--- src/rtl/tcp_pkg.sv ---
// -----------------------------------------------------------------------------
// tcp_pkg
// Shared types for the TCP receive steering stage: the connection 4-tuple
// key, connection table entry, TCP flag bit positions and the demux FSM
// state encoding. Also holds a helper that sizes channel-index ports so that
// a single-connection build still gets a 1-bit index.
// -----------------------------------------------------------------------------
package tcp_pkg;

    typedef struct packed {
        logic [31:0] ip;     // remote IP address
        logic [15:0] rport;  // remote port
        logic [15:0] lport;  // local port
    } tcp_conn_key_s;

    typedef struct packed {
        logic          en;
        tcp_conn_key_s key;
    } tcp_conn_entry_s;

    // Bit positions inside the 8-bit TCP flags byte. Three bits wide so
    // they index an 8-bit vector without width adjustment.
    localparam logic [2:0] TCP_FLAG_SYN = 3'd1;
    localparam logic [2:0] TCP_FLAG_RST = 3'd2;
    localparam logic [2:0] TCP_FLAG_ACK = 3'd4;

    typedef enum logic [1:0] {
        ST_IDLE,
        ST_LOOKUP,
        ST_FWD,
        ST_DROP
    } tcp_demux_state_e;

    function automatic int tcp_idx_w(input int n);
        return (n > 1) ? $clog2(n) : 1;
    endfunction

endpackage

--- src/rtl/axi_stream_if.sv ---
// -----------------------------------------------------------------------------
// axi_stream_if
// Minimal AXI4-Stream bundle (tdata/tvalid/tready/tlast).
//   master modport : drives tdata, tvalid, tlast; samples tready
//   slave  modport : samples tdata, tvalid, tlast; drives tready
// -----------------------------------------------------------------------------
interface axi_stream_if #(
    parameter int DATA_W = 8
);
    logic [DATA_W-1:0] tdata;
    logic              tvalid;
    logic              tready;
    logic              tlast;

    modport master (output tdata, output tvalid, output tlast, input tready);
    modport slave  (input tdata, input tvalid, input tlast, output tready);
endinterface

--- src/rtl/tcp_conn_table.sv ---
// -----------------------------------------------------------------------------
// tcp_conn_table
// N_CONN connection entries with one write port, parallel 4-tuple compare,
// and lowest-index priority encoders for the first match and the first
// disabled (free) slot.
//   i_wr_en/i_wr_idx/i_wr_entry : host table write (highest priority)
//   i_alloc_en/i_alloc_key      : write i_alloc_key, enabled, into o_free_idx
//   i_rel_en/i_rel_idx          : clear the enable bit of one entry
//   i_lk_key                    : key under lookup
//   o_lk_hit/o_lk_idx           : any match / lowest matching index
//   o_free_valid/o_free_idx     : any disabled slot / lowest disabled index
// Lookups see register contents, so a write in the same cycle is not visible
// until the following cycle.
// -----------------------------------------------------------------------------
module tcp_conn_table
    import tcp_pkg::*;
#(
    parameter int N_CONN = 4,
    parameter int IDX_W  = 2
) (
    input  logic             clk,
    input  logic             rst_n,
    input  logic             i_wr_en,
    input  logic [IDX_W-1:0] i_wr_idx,
    input  tcp_conn_entry_s  i_wr_entry,
    input  logic             i_alloc_en,
    input  tcp_conn_key_s    i_alloc_key,
    input  logic             i_rel_en,
    input  logic [IDX_W-1:0] i_rel_idx,
    input  tcp_conn_key_s    i_lk_key,
    output logic             o_lk_hit,
    output logic [IDX_W-1:0] o_lk_idx,
    output logic             o_free_valid,
    output logic [IDX_W-1:0] o_free_idx
);

    tcp_conn_entry_s   r_entry [N_CONN];
    logic [N_CONN-1:0] w_match;
    logic [N_CONN-1:0] w_free;

    always_comb begin
        for (int i = 0; i < N_CONN; i++) begin
            w_match[i] = r_entry[i].en && (r_entry[i].key == i_lk_key);
            w_free[i]  = !r_entry[i].en;
        end
    end

    assign o_lk_hit     = |w_match;
    assign o_free_valid = |w_free;

    // Scanning from the top down lets the lowest set index overwrite last.
    // NOTE: every output of a combinational block gets a default before any
    // conditional assignment; otherwise the tool infers a latch.
    always_comb begin
        o_lk_idx   = '0;
        o_free_idx = '0;
        for (int i = N_CONN - 1; i >= 0; i--) begin
            if (w_match[i]) o_lk_idx   = IDX_W'(i);
            if (w_free[i])  o_free_idx = IDX_W'(i);
        end
    end

    // NOTE: the entries are reset even though they form a small memory: a
    // stale enable bit after reset would steer traffic to a dead connection.
    always_ff @(posedge clk or negedge rst_n) begin
        if (!rst_n) begin
            for (int i = 0; i < N_CONN; i++) begin
                r_entry[i] <= '0;
            end
        end else begin
            for (int i = 0; i < N_CONN; i++) begin
                if (i_wr_en && (i_wr_idx == IDX_W'(i))) begin
                    r_entry[i] <= i_wr_entry;
                end else if (i_alloc_en && (o_free_idx == IDX_W'(i))) begin
                    r_entry[i] <= '{en: 1'b1, key: i_alloc_key};
                end else if (i_rel_en && (i_rel_idx == IDX_W'(i))) begin
                    r_entry[i].en <= 1'b0;
                end
            end
        end
    end

endmodule

--- src/rtl/tcp_conn_demux.sv ---
// -----------------------------------------------------------------------------
// tcp_conn_demux
// Receive steering stage between the TCP header parser and the
// per-connection reorder buffers. One segment at a time: metadata is taken
// in IDLE, matched against the connection table in LOOKUP, then the payload
// is passed through combinationally to the matched channel (FWD) or
// swallowed (DROP) until tlast.
//
// Ports
//   clk, rst_n                 : clock, async active-low reset
//   meta_*                     : segment metadata handshake and fields
//   s_axis                     : 8-bit payload stream (slave)
//   m_tdata/m_tvalid/m_tlast   : per-channel payload out, channel i at
//   m_tready                     byte lane [8i+7:8i] / bit i
//   hit_valid/hit_chan/hit_flags : one-cycle pulse per matched segment
//   tbl_*                      : connection table write port
//   listen_port                : local port accepted for passive open
//   alloc_valid/alloc_chan     : auto-allocation pulse
//   drop_cnt                   : saturating dropped-segment count
//
// Build option
//   TCP_DEMUX_AUTO_ALLOC_EN : a SYN (no ACK) to listen_port that misses the
//   table claims the lowest disabled slot and is forwarded there; a matched
//   RST releases its slot. Without it, alloc_* are tied low and listen_port
//   is ignored.
// -----------------------------------------------------------------------------
module tcp_conn_demux
    import tcp_pkg::*;
#(
    parameter int N_CONN = 4,
    parameter int CNT_W  = 16
) (
    input  logic                         clk,
    input  logic                         rst_n,
    input  logic                         meta_valid,
    output logic                         meta_ready,
    input  logic [31:0]                  meta_src_ip,
    input  logic [15:0]                  meta_src_port,
    input  logic [15:0]                  meta_dst_port,
    input  logic [7:0]                   meta_flags,
    input  logic [15:0]                  meta_payload_len,
    axi_stream_if.slave                  s_axis,
    output logic [N_CONN*8-1:0]          m_tdata,
    output logic [N_CONN-1:0]            m_tvalid,
    output logic [N_CONN-1:0]            m_tlast,
    input  logic [N_CONN-1:0]            m_tready,
    output logic                         hit_valid,
    output logic [tcp_idx_w(N_CONN)-1:0] hit_chan,
    output logic [7:0]                   hit_flags,
    input  logic                         tbl_wr,
    input  logic [tcp_idx_w(N_CONN)-1:0] tbl_idx,
    input  logic                         tbl_en,
    input  logic [31:0]                  tbl_ip,
    input  logic [15:0]                  tbl_rport,
    input  logic [15:0]                  tbl_lport,
    input  logic [15:0]                  listen_port,
    output logic                         alloc_valid,
    output logic [tcp_idx_w(N_CONN)-1:0] alloc_chan,
    output logic [CNT_W-1:0]             drop_cnt
);

    localparam int IDX_W = tcp_idx_w(N_CONN);

    tcp_demux_state_e r_state;
    tcp_demux_state_e w_next_state;
    tcp_conn_key_s    r_key;
    logic [7:0]       r_flags;
    logic [15:0]      r_len;
    logic [IDX_W-1:0] r_chan;
    logic [CNT_W-1:0] r_drop_cnt;

    logic             w_lk_hit;
    logic [IDX_W-1:0] w_lk_idx;
    logic             w_free_valid;
    logic [IDX_W-1:0] w_free_idx;
    logic             w_alloc;
    logic             w_release;
    logic             w_hit;
    logic [IDX_W-1:0] w_chan;
    logic             w_sel_ready;
    logic             w_s_tready;
    tcp_conn_entry_s  w_wr_entry;

    assign w_wr_entry = '{en: tbl_en,
                          key: '{ip: tbl_ip, rport: tbl_rport, lport: tbl_lport}};

`ifdef TCP_DEMUX_AUTO_ALLOC_EN
    logic w_syn_open;

    assign w_syn_open = r_flags[TCP_FLAG_SYN] && !r_flags[TCP_FLAG_ACK]
                        && (r_key.lport == listen_port);
    // A host table write in the same cycle owns the write port, so the SYN
    // is handled as if no slot were free.
    assign w_alloc     = (r_state == ST_LOOKUP) && !w_lk_hit && w_syn_open
                         && w_free_valid && !tbl_wr;
    assign w_release   = (r_state == ST_LOOKUP) && w_lk_hit && r_flags[TCP_FLAG_RST];
    assign alloc_valid = w_alloc;
    assign alloc_chan  = w_alloc ? w_free_idx : '0;
`else
    logic w_unused;

    assign w_alloc     = 1'b0;
    assign w_release   = 1'b0;
    assign alloc_valid = 1'b0;
    assign alloc_chan  = '0;
    assign w_unused    = ^{listen_port, w_free_valid, w_free_idx};
`endif

    tcp_conn_table #(
        .N_CONN (N_CONN),
        .IDX_W  (IDX_W)
    ) u_table (
        .clk          (clk),
        .rst_n        (rst_n),
        .i_wr_en      (tbl_wr),
        .i_wr_idx     (tbl_idx),
        .i_wr_entry   (w_wr_entry),
        .i_alloc_en   (w_alloc),
        .i_alloc_key  (r_key),
        .i_rel_en     (w_release),
        .i_rel_idx    (w_lk_idx),
        .i_lk_key     (r_key),
        .o_lk_hit     (w_lk_hit),
        .o_lk_idx     (w_lk_idx),
        .o_free_valid (w_free_valid),
        .o_free_idx   (w_free_idx)
    );

    // An allocated slot behaves exactly like a table hit on that slot.
    assign w_hit  = w_lk_hit || w_alloc;
    assign w_chan = w_lk_hit ? w_lk_idx : w_free_idx;

    assign hit_valid = (r_state == ST_LOOKUP) && w_hit;
    assign hit_chan  = hit_valid ? w_chan : '0;
    assign hit_flags = hit_valid ? r_flags : '0;
    assign drop_cnt  = r_drop_cnt;

    // Ready of the currently selected channel; r_chan is held for the whole
    // segment so a table rewrite cannot redirect it mid-flight.
    always_comb begin
        w_sel_ready = 1'b0;
        for (int i = 0; i < N_CONN; i++) begin
            if (r_chan == IDX_W'(i)) w_sel_ready = m_tready[i];
        end
    end

    // Output routing uses only tvalid/tlast/tdata, never m_tready.
    always_comb begin
        m_tdata  = '0;
        m_tvalid = '0;
        m_tlast  = '0;
        for (int i = 0; i < N_CONN; i++) begin
            if ((r_state == ST_FWD) && (r_chan == IDX_W'(i))) begin
                m_tdata[i*8 +: 8] = s_axis.tdata;
                m_tvalid[i]       = s_axis.tvalid;
                m_tlast[i]        = s_axis.tlast;
            end
        end
    end

    always_comb begin
        w_next_state = r_state;
        meta_ready   = 1'b0;
        w_s_tready   = 1'b0;
        case (r_state)
            ST_IDLE: begin
                meta_ready = 1'b1;
                if (meta_valid) w_next_state = ST_LOOKUP;
            end
            ST_LOOKUP: begin
                if (r_len != '0) w_next_state = w_hit ? ST_FWD : ST_DROP;
                else             w_next_state = ST_IDLE;
            end
            ST_FWD: begin
                w_s_tready = w_sel_ready;
                if (s_axis.tvalid && w_sel_ready && s_axis.tlast) w_next_state = ST_IDLE;
            end
            ST_DROP: begin
                w_s_tready = 1'b1;
                if (s_axis.tvalid && s_axis.tlast) w_next_state = ST_IDLE;
            end
            default: w_next_state = ST_IDLE;
        endcase
    end

    assign s_axis.tready = w_s_tready;

    // NOTE: sequential state uses non-blocking assignments so every register
    // samples pre-edge values regardless of statement order.
    always_ff @(posedge clk or negedge rst_n) begin
        if (!rst_n) r_state <= ST_IDLE;
        else        r_state <= w_next_state;
    end

    always_ff @(posedge clk or negedge rst_n) begin
        if (!rst_n) begin
            r_key      <= '0;
            r_flags    <= '0;
            r_len      <= '0;
            r_chan     <= '0;
            r_drop_cnt <= '0;
        end else begin
            if ((r_state == ST_IDLE) && meta_valid) begin
                r_key   <= '{ip: meta_src_ip, rport: meta_src_port, lport: meta_dst_port};
                r_flags <= meta_flags;
                r_len   <= meta_payload_len;
            end
            if (r_state == ST_LOOKUP) begin
                if (w_hit) begin
                    r_chan <= w_chan;
                end else if (r_drop_cnt != '1) begin
                    r_drop_cnt <= r_drop_cnt + CNT_W'(1);
                end
            end
        end
    end

endmodule

--- src/flat_wrapper.sv ---
// flat-port wrapper written by rule: the top's interface ports become plain ports
module tcp_conn_demux_flat import tcp_pkg::*;
#(
    parameter int N_CONN = 4,
    parameter int CNT_W  = 16
)
  (clk, rst_n, meta_valid, meta_ready, meta_src_ip, meta_src_port, meta_dst_port, meta_flags, meta_payload_len, m_tdata, m_tvalid, m_tlast, m_tready, hit_valid, hit_chan, hit_flags, tbl_wr, tbl_idx, tbl_en, tbl_ip, tbl_rport, tbl_lport, listen_port, alloc_valid, alloc_chan, drop_cnt, s_axis_tdata, s_axis_tvalid, s_axis_tlast, s_axis_tready);
  axi_stream_if #(.DATA_W(8)) s_axis_i ();
  input  logic clk;
  input  logic rst_n;
  input  logic meta_valid;
  output logic meta_ready;
  input  logic [31:0] meta_src_ip;
  input  logic [15:0] meta_src_port;
  input  logic [15:0] meta_dst_port;
  input  logic [7:0] meta_flags;
  input  logic [15:0] meta_payload_len;
  output logic [N_CONN*8-1:0] m_tdata;
  output logic [N_CONN-1:0] m_tvalid;
  output logic [N_CONN-1:0] m_tlast;
  input  logic [N_CONN-1:0] m_tready;
  output logic hit_valid;
  output logic [tcp_idx_w(N_CONN)-1:0] hit_chan;
  output logic [7:0] hit_flags;
  input  logic tbl_wr;
  input  logic [tcp_idx_w(N_CONN)-1:0] tbl_idx;
  input  logic tbl_en;
  input  logic [31:0] tbl_ip;
  input  logic [15:0] tbl_rport;
  input  logic [15:0] tbl_lport;
  input  logic [15:0] listen_port;
  output logic alloc_valid;
  output logic [tcp_idx_w(N_CONN)-1:0] alloc_chan;
  output logic [CNT_W-1:0] drop_cnt;
  input wire logic [$bits(s_axis_i.tdata)-1:0] s_axis_tdata;
  input wire logic [$bits(s_axis_i.tvalid)-1:0] s_axis_tvalid;
  input wire logic [$bits(s_axis_i.tlast)-1:0] s_axis_tlast;
  output wire logic [$bits(s_axis_i.tready)-1:0] s_axis_tready;
  assign s_axis_i.tdata = s_axis_tdata;
  assign s_axis_i.tvalid = s_axis_tvalid;
  assign s_axis_i.tlast = s_axis_tlast;
  assign s_axis_tready = s_axis_i.tready;
  tcp_conn_demux #(.N_CONN(N_CONN), .CNT_W(CNT_W)) u_core (.clk(clk), .rst_n(rst_n), .meta_valid(meta_valid), .meta_ready(meta_ready), .meta_src_ip(meta_src_ip), .meta_src_port(meta_src_port), .meta_dst_port(meta_dst_port), .meta_flags(meta_flags), .meta_payload_len(meta_payload_len), .s_axis(s_axis_i), .m_tdata(m_tdata), .m_tvalid(m_tvalid), .m_tlast(m_tlast), .m_tready(m_tready), .hit_valid(hit_valid), .hit_chan(hit_chan), .hit_flags(hit_flags), .tbl_wr(tbl_wr), .tbl_idx(tbl_idx), .tbl_en(tbl_en), .tbl_ip(tbl_ip), .tbl_rport(tbl_rport), .tbl_lport(tbl_lport), .listen_port(listen_port), .alloc_valid(alloc_valid), .alloc_chan(alloc_chan), .drop_cnt(drop_cnt));
endmodule
--- config.mk ---
export PLATFORM = sky130hd
export DESIGN_NAME = tcp_conn_demux_flat
export DESIGN_NICKNAME = d
export VERILOG_FILES = /design/src/rtl/tcp_pkg.sv /design/src/rtl/axi_stream_if.sv /design/src/rtl/tcp_conn_table.sv /design/src/rtl/tcp_conn_demux.sv /design/src/flat_wrapper.sv
export SDC_FILE = /design/constraint.sdc
export NUM_CORES = 1
export LEC_CHECK = 0
export BUFFER_PORTS_ARGS = -buffer_cell sky130_fd_sc_hd__buf_2
export CAP_MARGIN = 20
export CORE_MARGIN = 2
export CORE_UTILIZATION = 35
export CTS_BUF_LIST = sky130_fd_sc_hd__clkbuf_16
export DETAILED_ROUTE_END_ITERATION = 7
export REMOVE_ABC_BUFFERS = 1
export SYNTH_ARGS = -nofsm -noshare
export SYNTH_HDL_FRONTEND = slang
export SYNTH_HIERARCHICAL = 1
export SYNTH_SLANG_ARGS = --single-unit
--- constraint.sdc ---
create_clock -name clk -period 6 [get_ports clk]
set_input_delay 0 -clock clk [delete_from_list [all_inputs] [get_ports clk]]
set_output_delay 0 -clock clk [all_outputs]
set_load 0.1 [all_outputs]
; Word-level counts from Yosys, hierarchy flattened
; Cells that the tools add are included.
; W data, S select, Z words.
[word_totals]
ff_bits = 368
output_inout_bits = 72
word_cells = 103
[classes]
addsub = 1
eq_ne = 17
mux = 35
bitwise = 1
n_reduce_logical = 25
[op_table]
columns = cell, n
row1 = $eq A64 B64 Y1, 4
row2 = $mux W8, 5
row3 = $mux W2, 14
row4 = $logic_and A1 B1 Y1, 17
row5 = $add A16 B1 Y16 const B, 1
row6 = $ne A16 B16 Y1 const B, 1
row7 = $reduce_bool A16 Y1, 1
row8 = $mux W1, 14
row9 = $eq A2 B2 Y1 const B, 6
row10 = $pmux W2 S4, 1
row11 = $eq A2 B1 Y1 const B, 3
row12 = $logic_not A2 Y1, 3
row13 = $reduce_and A3 Y1, 2
row14 = $ne A2 B2 Y1 const B, 2
row15 = $reduce_or A4 Y1, 1
row16 = $ne A2 B1 Y1 const B, 1
row17 = $pmux W1 S2, 1
row18 = $reduce_and A2 Y1, 1
row19 = $not A1 Y1, 1

; Depth between registers and ports, before layout
[depth]
depth_word = 9
ltp_mapped = 12
ltp_nobuf = 10

; By module
; The synthesis kept the hierarchy.
[by_module_without_submodules]
columns = mod, n_inst, cells_per_inst, area_each_um2
row1 = tcp_conn_table, 1, 1569, 14979.4
row2 = tcp_conn_demux, 1, 350, 4668.2

; Least setup slack after synthesis
; Ideal clock, no wire load.
[synth_path]
path_kind = reg2out
startpoint = register u_core/r_key[7] in the netlist's numbering
endpoint = output hit_chan[0]
t_arrival_ns = 4.081
required_ns = 6.000
setup_slack_ns = 1.919
path_stages_with_launch = 10
path_buffers = 1
path_cell_list = dfrtp_1 -> nor2b_1 -> a2111o_1 -> nor4_2 -> nand4_1 -> or4_1 -> nand4b_1 -> and3b_2 -> clkbuf_1 -> and2_1
[synth_via]
word_cells_on_any_way = 16
classes_between = 4 x eq/ne / 6 x mux / 6 x reduce/logical
[synth_rtl]
columns = item, line_no
row1 = start: declaration, tcp_conn_demux.sv:66  ; tcp_conn_key_s r_key;
row2 = start signal: assignment, tcp_conn_demux.sv:204  ; r_key <= '{ip: meta_src_ip, rport: meta_src_port, lport: meta_dst_port};
row3 = $eq A64 B64 Y1, tcp_conn_table.sv:43  ; w_match[i] = r_entry[i].en && (r_entry[i].key == i_lk_key);
row4 = $logic_and A1 B1 Y1, tcp_conn_table.sv:43
row5 = $reduce_or A4 Y1 (*), tcp_conn_table.sv:48  ; assign o_lk_hit = |w_match;
row6 = named net u_core.w_hit, tcp_conn_demux.sv:78  ; logic w_hit;
row7 = $logic_and A1 B1 Y1 (*), tcp_conn_demux.sv:133  ; assign hit_valid = (r_state == ST_LOOKUP) && w_hit;
row8 = named net hit_valid, flat_wrapper.sv:22  ; output logic hit_valid;
row9 = $mux W2 (*), tcp_conn_demux.sv:134  ; assign hit_chan = hit_valid ? w_chan : '0;
row10 = end: declaration, flat_wrapper.sv:23  ; output logic [tcp_idx_w(N_CONN)-1:0] hit_chan;
; Mark *: on every way through the listed nets, which the timed path passes. The rest lies on a longest branch.

; Worst setup path in the final report
[layout_path]
startpoint = register u_core/r_key[11] in the netlist's numbering
endpoint = output hit_chan[1]
[layout_via]
elab_chain_len = 8
word_cells_on_any_way = 16
classes_between = 4 x eq/ne / 6 x mux / 6 x reduce/logical
[layout_lines]
columns = item, line_no
row1 = $eq A64 B64 Y1, tcp_conn_table.sv:43
row2 = $logic_and A1 B1 Y1, tcp_conn_table.sv:43
row3 = $mux W2 (3 in series), tcp_conn_table.sv:58  ; if (w_match[i]) o_lk_idx = IDX_W'(i);
row4 = $mux W2 (*), tcp_conn_table.sv:58
row5 = named net u_core.w_lk_idx[1], tcp_conn_demux.sv:73  ; logic [IDX_W-1:0] w_lk_idx;
row6 = $mux W2 (*), tcp_conn_demux.sv:131  ; assign w_chan = w_lk_hit ? w_lk_idx : w_free_idx;
row7 = $mux W2 (*), tcp_conn_demux.sv:134
; Marks and branches as above.

==> key figures <==
Status
  – Outcome: finished, violations left
  – Violated checks: max-slew violations

CTS
  – CTS sink cnt: 368
  – Post-CTS setup buffer count: 0
  – Clock-pin slew on the worst setup and hold paths: 0.06 ns
  – Post-CTS sizing: 0
  – Hold-fix buffers, CTS: 159
  – CTS tree: done
  – H-tree levels: 2
  – CTS buffer count: 43
  – Worst skew pair latency: 0.60 ns
  – Root buf cell: clkbuf_16
  – Clock Path Buffers: 3

STA
  – RSZ-0062 raised after global routing: no
  – Min cycle time layout: 4.48 ns
  – Min Hold Slack: 0.0387 ns
  – Final setup violation count: 0
  – Max-slew violation count: 264
  – Worst Skew: 0.0257 ns
  – Fmax: 223 MHz
  – Fin crit share: 74.7%
  – Final hold vios: 0
  – Slew margin rel.: -456%
  – Worst-Margin Slew: 8.31 ns
  – Setup WS post-layout: 1.52 ns

Detailed routing
  – WL final: 63.1 mm
  – Max Used Layer: met4
  – DR vias: 15700
  – Detailed-router iteration count before antenna repair: 5
  – Post-route ant nets: 0
  – Met1 WL: 28.3 mm
  – Starting DRC count in detailed routing: 1207
  – WL met2: 30.0 mm
  – Vias per cell: 5.14
  – DRC: 0
  – Metal3 WL: 3.31 mm
  – WL/cell: 20.7 um

Finish
  – Area growth syn-to-layout: 24.1%
  – Share of post-route cells with drive strength above 1: 18.2%
  – FILL cells: 5345
  – Antenna diodes: 0
  – Multi-input logic area: 9850 um^2
  – Layout Nets: 2466
  – Fin area: 24400 um^2
  – Layout Utilization: 44.1%
  – Reg area: 9210 um^2

Setup path
  – R2R setup slack: 2.15 ns
  – Data arrival, critical path: 4.48 ns
  – Critical-path cell list: xor2_1 > nor4_1 > nand4_1 > or4_1 > or2_1 > a211oi_1 > and2_1 > buf_2
  – Startpoint types: flop
  – CP peak stage delay: 0.80 ns
  – Reg2reg start: u_core/r_key[34]$_DFFE_PN0P_
  – RR Endpoint: u_core/drop_cnt[12]$_DFFE_PN0P_
  – Slowest CP cell: a211oi_1
  – Worst R2R Path Depth: 10
  – Req. time, crit path: 6.00 ns
  – Critical path class: reg2out
  – CP Max Fanout: 11
  – CP Capture Type: output port

Placement
  – Pre-CTS setup slack: 2.15 ns
  – Area after DPL: 21500 um^2
  – Placer Congestion: 0.910
  – DP Wirelength: 43.3 mm
  – IO buf count: 241

Yosys
  – Avg Inst Size Synth: 10.2 um^2
  – Synth Instances: 1917
  – Synth Cell Area: 19600 um^2
  – Warnings, synthesis: 6

Global route
  – Initial antenna violation count: 0
  – First-pass GRT wire length: 94.7 mm
  – Grt ovf: 0
  – Total track usage: 21.6%
  – Vias in the first global route: 15400
  – Largest net degree at the start of global routing: 135

Floorplanning
  – Core region area: 55300 um^2
  – Die H: 241 um
  – Starting Density: 35.5%
  – Cell row count: 86
  – Die area: 58000 um^2
  – I/O pin total: 261
  – Die X: 241 um

Pwr
  – VDD IR max: 0.278 mV
  – Static Leak: 11.0 nW
  – Total chip power: 12.4 mW
  – Power per Cell Area: 511 nW/um^2

Min path
  – Worst min-delay path class: in2async

Job
  – Max-Cap Viols: 0
## layout make-up
| cell class | instances | share of cell area (%) |
|---|---|---|
| clock inverter | 29 | 0.888 |
| sequential | 368 | 37.8 |
| inverter | 42 | 0.647 |
| timing repair buffer | 413 | 12.0 |
| clock buffer | 43 | 4.42 |
| tap | 748 | 3.84 |
| multi-input combinational | 1408 | 40.4 |
## through the flow
step,TNS (ns),instances
finish,0,3051
global route,0,3051
CTS,0,3051
detailed placement,0,2820
global placement,0,2820
floorplan,-61.32,1818
## cell usage in the layout (no fill, tap or decap), types with 50 or more instances in the layout
cell type        n
mux2_2          92
buf_2          240
xnor2_1         72
dfrtp_1        368
mux2i_1        256
and2_1          50
nand2_1        217
nor2_1          75
inv_1           51
xor2_1         126
a21oi_1         72
o21ai_0        193
dlygate4sd3_1  159
## sequential cells by signal (all words and copies together), names as in the netlist
register,cells
u_core/u_table/r_entry,260
u_core/r_key,64
u_core/drop_cnt,16
u_core/r_len,16
u_core/r_flags,8
u_core/r_chan,2
u_core/r_state,2
## power by group
| part | leakage, nW | switching [mW] | internal (mW) |
|---|---|---|---|
| registers | 4.42 | 1.51 | 3.63 |
| clock network | 0.676 | 1.08 | 1.39 |
| logic | 5.91 | 2.61 | 2.22 |
| total | 11.0 | 5.21 | 7.23 |
## worst max-delay path, delay by kind of cell (launching register included)
| family | cells | cell delay, ns |
|---|---|---|
| xor+xnor | 1 | 0.22 |
| buf+inv | 1 | 0.43 |
| flops | 1 | 0.53 |
| simple gates | 5 | 1.91 |
| compound gates | 1 | 0.80 |
## worst max-delay path by stage
| stage | end | cells past startpoint | start |
|---|---|---|---|
| floorplan | u_core/u_table/r_entry[196]$_DFFE_PN0P_ | 2 | tbl_idx[1] |
| global placement | hit_chan[1] | 8 | u_core/r_key[11]$_DFFE_PN0P_ |
| detailed placement | hit_chan[1] | 8 | u_core/r_key[11]$_DFFE_PN0P_ |
| CTS | hit_chan[1] | 8 | u_core/r_key[11]$_DFFE_PN0P_ |
| global route | hit_chan[1] | 8 | u_core/r_key[11]$_DFFE_PN0P_ |
| finish | hit_chan[1] | 8 | u_core/r_key[11]$_DFFE_PN0P_ |
## routing by layer
metal	up-vias	track usage, %
li1	7387	-
met1	7744	29.4
met2	466	35.6
met3	72	3.25
met4	0	6.08
met5	-	0
Note: power is estimated with default switching activity, not from simulation.
